**src/rtl/register_writeback_queue.sv**
```systemverilog
// Register-file writeback queue: accepts load/ALU writebacks into an in-order buffer,
// drains one entry per cycle to the write port and forwards youngest pending values.
module register_writeback_queue #(
   parameter int unsigned REGISTER_SIZE = 31,
   parameter int unsigned ADDRESS_SIZE  = $clog2(REGISTER_SIZE + 1),
   parameter int unsigned QUEUE_DEPTH   = 4
) (
   input  logic                         system_clock,
   input  logic                         reset,
   input  logic                         load_valid,
   output logic                         load_ready,
   input  logic [ADDRESS_SIZE-1:0]      load_address,
   input  logic [REGISTER_SIZE:0]       load_data,
   input  logic                         alu_valid,
   output logic                         alu_ready,
   input  logic [ADDRESS_SIZE-1:0]      alu_address,
   input  logic [REGISTER_SIZE:0]       alu_data,
   input  logic                         write_stall,
   output logic                         write_enable,
   output logic [ADDRESS_SIZE-1:0]      write_address,
   output logic [REGISTER_SIZE:0]       write_data,
   input  logic [ADDRESS_SIZE-1:0]      read_address_1,
   input  logic [ADDRESS_SIZE-1:0]      read_address_2,
   output logic                         forward_hit_1,
   output logic                         forward_hit_2,
   output logic [REGISTER_SIZE:0]       forward_data_1,
   output logic [REGISTER_SIZE:0]       forward_data_2,
   output logic [$clog2(QUEUE_DEPTH):0] queue_count,
   output logic                         queue_empty
);

   localparam int unsigned PTR_W = $clog2(QUEUE_DEPTH);
   localparam int unsigned CNT_W = PTR_W + 1;
   localparam logic [CNT_W-1:0] FULL_COUNT = CNT_W'(QUEUE_DEPTH);

   logic [ADDRESS_SIZE-1:0] r_addr [QUEUE_DEPTH];
   logic [REGISTER_SIZE:0]  r_data [QUEUE_DEPTH];
   logic [PTR_W-1:0]        r_head;
   logic [PTR_W-1:0]        r_tail;
   logic [CNT_W-1:0]        r_count;

   logic                    w_empty;
   logic                    w_drain;
   logic                    w_space;
   logic                    w_load_fire;
   logic                    w_alu_fire;
   logic                    w_enq;
   logic [ADDRESS_SIZE-1:0] w_enq_addr;
   logic [REGISTER_SIZE:0]  w_enq_data;

   // Handshake and arbitration; a full queue still accepts when the head pops this cycle.
   assign w_empty     = (r_count == '0);
   assign w_drain     = !w_empty && !write_stall && !reset;
   assign w_space     = (r_count < FULL_COUNT) || w_drain;
   assign load_ready  = w_space;
   assign alu_ready   = w_space && !load_valid;
   assign w_load_fire = load_valid && load_ready;
   assign w_alu_fire  = alu_valid && alu_ready;
   assign w_enq_addr  = w_load_fire ? load_address : alu_address;
   assign w_enq_data  = w_load_fire ? load_data : alu_data;
   // Writes to register 0 are architecturally void, so they are accepted and dropped.
   assign w_enq       = (w_load_fire || w_alu_fire) && (w_enq_addr != '0);

   assign write_enable  = w_drain;
   assign write_address = r_addr[r_head];
   assign write_data    = r_data[r_head];
   assign queue_count   = r_count;
   assign queue_empty   = w_empty;

   // Pointers and occupancy; power-of-two depth lets the pointers wrap naturally.
   always_ff @(posedge system_clock) begin
      if (reset) begin
         r_head  <= '0;
         r_tail  <= '0;
         r_count <= '0;
      end else begin
         if (w_drain) r_head <= r_head + PTR_W'(1);
         if (w_enq)   r_tail <= r_tail + PTR_W'(1);
         r_count <= r_count + CNT_W'(w_enq) - CNT_W'(w_drain);
      end
   end

   // Entry payload storage; validity is carried entirely by the pointers and count.
   always_ff @(posedge system_clock) begin
      if (w_enq) begin
         r_addr[r_tail] <= w_enq_addr;
         r_data[r_tail] <= w_enq_data;
      end
   end

   // Scan oldest to youngest so the last match wins; the draining head is still visible.
   always_comb begin
      logic [PTR_W-1:0] w_idx;
      w_idx          = '0;
      forward_hit_1  = 1'b0;
      forward_hit_2  = 1'b0;
      forward_data_1 = '0;
      forward_data_2 = '0;
      for (int unsigned i = 0; i < QUEUE_DEPTH; i++) begin
         w_idx = r_head + PTR_W'(i);
         if (CNT_W'(i) < r_count) begin
            if ((r_addr[w_idx] == read_address_1) && (read_address_1 != '0)) begin
               forward_hit_1  = 1'b1;
               forward_data_1 = r_data[w_idx];
            end
            if ((r_addr[w_idx] == read_address_2) && (read_address_2 != '0)) begin
               forward_hit_2  = 1'b1;
               forward_data_2 = r_data[w_idx];
            end
         end
      end
   end

endmodule
```
**config.mk**
```make
export PLATFORM = sky130hd
export DESIGN_NAME = register_writeback_queue
export DESIGN_NICKNAME = d
export VERILOG_FILES = /design/src/rtl/register_writeback_queue.sv
export SDC_FILE = /design/constraint.sdc
export NUM_CORES = 1
export LEC_CHECK = 0
export CAP_MARGIN = 10
export CORE_UTILIZATION = 50
export CTS_CLUSTER_DIAMETER = 60
export DETAILED_ROUTE_END_ITERATION = 10
export PLACE_DENSITY = 0.76
export SYNTH_ARGS = -nofsm -noshare
export SYNTH_HDL_FRONTEND = slang
export SYNTH_SLANG_ARGS = --single-unit
```
**constraint.sdc**
```tcl
create_clock -name system_clock -period 5.3 [get_ports system_clock]
set_input_delay 1.06 -clock system_clock [delete_from_list [all_inputs] [get_ports system_clock]]
set_output_delay 1.06 -clock system_clock [all_outputs]
set_load 0.01 [all_outputs]
```
==> results of run 1 <==
[cell usage in the layout (no fill, tap or decap), drive strengths merged, types with 2 or more instances in the layout]
master | netlist | final
dfxtp | 9 | 9
o211a | 2 | 2
clkinvlp | 0 | 5
nor2 | 106 | 106
and2 | 7 | 7
nand4 | 6 | 6
ha | 8 | 8
clkdlybuf4s50 | 0 | 198
a311oi | 2 | 2
buf | 52 | 47
o22ai | 4 | 4
nor3 | 44 | 44
o2bb2ai | 28 | 28
a31oi | 25 | 25
xor2 | 8 | 8
edfxtp | 148 | 148
mux4 | 84 | 84
clkbuf | 50 | 19
nand2 | 25 | 25
o31ai | 30 | 30
a211oi | 32 | 32
mux2 | 66 | 66
nor4 | 4 | 4
nand3 | 10 | 10
a221oi | 31 | 31
or2 | 4 | 4
a21oi | 62 | 62
inv | 13 | 17
xnor2 | 32 | 32
o21ai | 11 | 11
nor3b | 26 | 26
and3 | 6 | 6
mux2i | 38 | 38
clkinv | 0 | 3
[registers in the layout, indices dropped and copies added (netlist names), named ones only]
register,cells
r_addr,20
r_head,2
queue_count,3
r_data,128
r_tail,2
[report_power, final]
part	switching, mW	total (mW)	internal (mW)
sequential	0.182	1.87	1.68
combinational	1.43	2.67	1.24
clock	0.506	1.15	0.647
total	2.12	5.69	3.57
[final cells by class]
cell class                 count  share of cell area (%)
inverter                      13                   0.337
timing repair buffer         245                    16.6
clock buffer                  19                    2.99
sequential                   157                    32.0
multi-input combinational    710                    44.7
clock inverter                13                   0.804
tap                          285                    2.46
[per-layer routing]
layer | track usage (%) | wire length, um
met5 | 0 | 0
met1 | 36.8 | 12700
met3 | 7.40 | 4380
met2 | 49.2 | 16900
met4 | 16.6 | 1480
[worst max path at each step]
stage | to | slack [ns] | depth (start not counted)
after global routing | forward_data_1[10] | 0.05 | 9
after floorplan | forward_data_1[10] | 1.27 | 9
after detailed placement | forward_data_1[10] | 0.25 | 9
after CTS | forward_data_1[23] | 0.22 | 9
after global placement | forward_data_1[10] | 0.26 | 9
final | forward_data_1[10] | 0.19 | 9
[logic make-up after synthesis]
family | synth area share (%)
flip-flops | 39.8
AND/OR/NAND/NOR | 10.5
adder cells (fa/ha/maj) | 1.03
AO/OA/AOI/OAI | 14.7
XOR/XNOR | 3.21
buffers and inverters | 4.80
multiplexers | 26.0
[worst register-to-register path: stages, from the launching register on]
cell	delay [ns]
dfxtp_1	0.51
o21a_1	0.30
inv_1	0.16
nand2_2	0.11
mux2_2	0.38
o31a_1	0.39
inv_1	0.10
ha_1	0.22
inv_1	0.05
ha_1	0.13
inv_1	0.05
fa_1	0.39
xnor2_1	0.17
nor2_1	0.05
[metrics by stage]
| step | instances | cell area [um2] |
|---|---|---|
| after floorplan | 982 | 11600 |
| after global placement | 1410 | 13900 |
| after detailed placement | 1410 | 13900 |
| after CTS | 1442 | 14500 |
| after global routing | 1442 | 14500 |
| final | 1442 | 14500 |
==> flow_summary.ini, run 1 <==
[clock_network]
cts_tree = built
cts_sinks = 157
clock_path_buffers = 2
h-tree-depth = 4
clockRootBuffer = clkbuf_16
cts_hold_buf = 0
cts-buffers-inserted = 17
clkLatencyLatePin_ns = 0.43
ctsResizeCount = 0
post-cts-setup-buffers = 0
clkTransAtPathRegs_ns = 0.06

[final_layout]
fin_nets = 1242
nFillCells = 1696
drive_above_1_share_pct = 23.6
utilization_pct = 63.7
seqCellArea_um2 = 4630
n_antenna_cell = 0
multi_input_area_um2 = 6480
syn2layout_area_growth_pct = 24.7

[pwr]
vdd_drop_max_mv = 0.274
finalPower_mw = 5.69
power_density_nw_per_um2 = 393
p_leak_nw = 4.58

[yosys]
synth_edf_count = 148
ys_ff_latch = 157
syn_inst = 982
yosysTopAreaCellShare_pct = 38.3
synthTopCellsByArea = edfxtp_1, mux4_2, mux2_2, nor2_1, mux2i_1
yosysWarnings = 0
synthArstFlopShare_pct = 0
ys_seq_area_share_pct = 39.8
synth_ff_type = edfxtp_1
synth_nets = 1080
yosys.cell_count.top_type = edfxtp_1
avgSynthCellArea_um2 = 11.8
syn-cell-area_um2 = 11600
ys_types = 55
yosysTopAreaCell = edfxtp_1
synth_common_cells = edfxtp_1, nor2_1, mux4_2, mux2_2, a21oi_1

[worst_setup_path]
r2r_end = queue_count[2]
reg2reg_depth = 13
critPathRequiredTime_ns = 4.24
worstReg2RegStart = queue_count[2]
crit_top_cell = clkdlybuf4s50_1
crit_family = buffers and inverters
endpoint_kind = primary output
critPathMaxStageDelay_ns = 0.66
crit_slowest_cell = clkdlybuf4s50_1
crit_type = input pin to primary output
path_cells = clkdlybuf4s50_1, nor4_2, nor3_1, o22ai_4, or2_2, buf_4, mux2i_1, a211oi_1, clkdlybuf4s50_1
worst-path-buf-inv = 3
worstSetupStartpoint = read_address_1[2]
r2r_slack_ns = 2.15
worst-path-max-fanout = 8
startpoint_type = input pin
worstPathArrival_ns = 4.05

[floorplanning]
fp.dieH_um = 154
pin_count = 199
dieArea_um2 = 23800
coreArea_um2 = 22700
start_util_pct = 51.1
row_count = 55
die_w_um = 154

[sta]
rsz0062_at_grt = false
max_freq_mhz = 196
finalHoldWorstSlack_ns = 0.498
min_period_ns = 5.11
maxSlewHeadroom_pct = 30.4
worst_pin_slew_ns = 1.04
finalSetupViolCount = 0
setup_ws_ns = 0.189
hold_violations = 0
tns_ns = 0
fin_worst_skew_ns = 0.00671
report.final.slew_viol_count = 0
period_share_pct = 96.4

[global_routing]
overflow = 0
grt_pass1_wl_mm = 54.9
first_global_vias = 10043
antenna_found_initial = 0
grt_use_total_pct = 30.1
grt_max_degree = 68

[placed_design]
post-dp-hpwl_mm = 23.2
gp_congestion = 0.893
port-buffer-count = 198
place_ws_ns = 0.250

[route]
drc_errors = 0
drt_iter0_drc = 1150
wl_per_cell_um = 24.6
vias = 9849
wirelength_mm = 35.4
viasPerCell = 6.83
antenna_left = 0
detail_route.first_pass.iterations = 6

[worst_hold_path]
hp-start = r_tail[1]
min_path_cells = 2
hold_class = register to register
min_to = r_tail[1]

[run_status]
run_status = complete, no violations

[flow_run]
maxCapViolCount = 0
(Power assumes the default switching activity.)
==> run 2, diff against run 1 <==
--- a/config.mk
+++ b/config.mk
@@ -10,6 +10,7 @@
 export CTS_CLUSTER_DIAMETER = 60
 export DETAILED_ROUTE_END_ITERATION = 10
 export PLACE_DENSITY = 0.76
+export SETUP_SLACK_MARGIN = 0.02
 export SYNTH_ARGS = -nofsm -noshare
 export SYNTH_HDL_FRONTEND = slang
 export SYNTH_SLANG_ARGS = --single-unit
==> results of run 2 <==
Final layout, timing and power as in run 1 (identical DEF).
==> run 3, diff against run 2 <==
--- a/config.mk
+++ b/config.mk
@@ -14,3 +14,4 @@
 export SYNTH_ARGS = -nofsm -noshare
 export SYNTH_HDL_FRONTEND = slang
 export SYNTH_SLANG_ARGS = --single-unit
+export TNS_END_PERCENT = 1
==> results of run 3 <==
Final layout, timing and power as in run 1 (identical DEF).
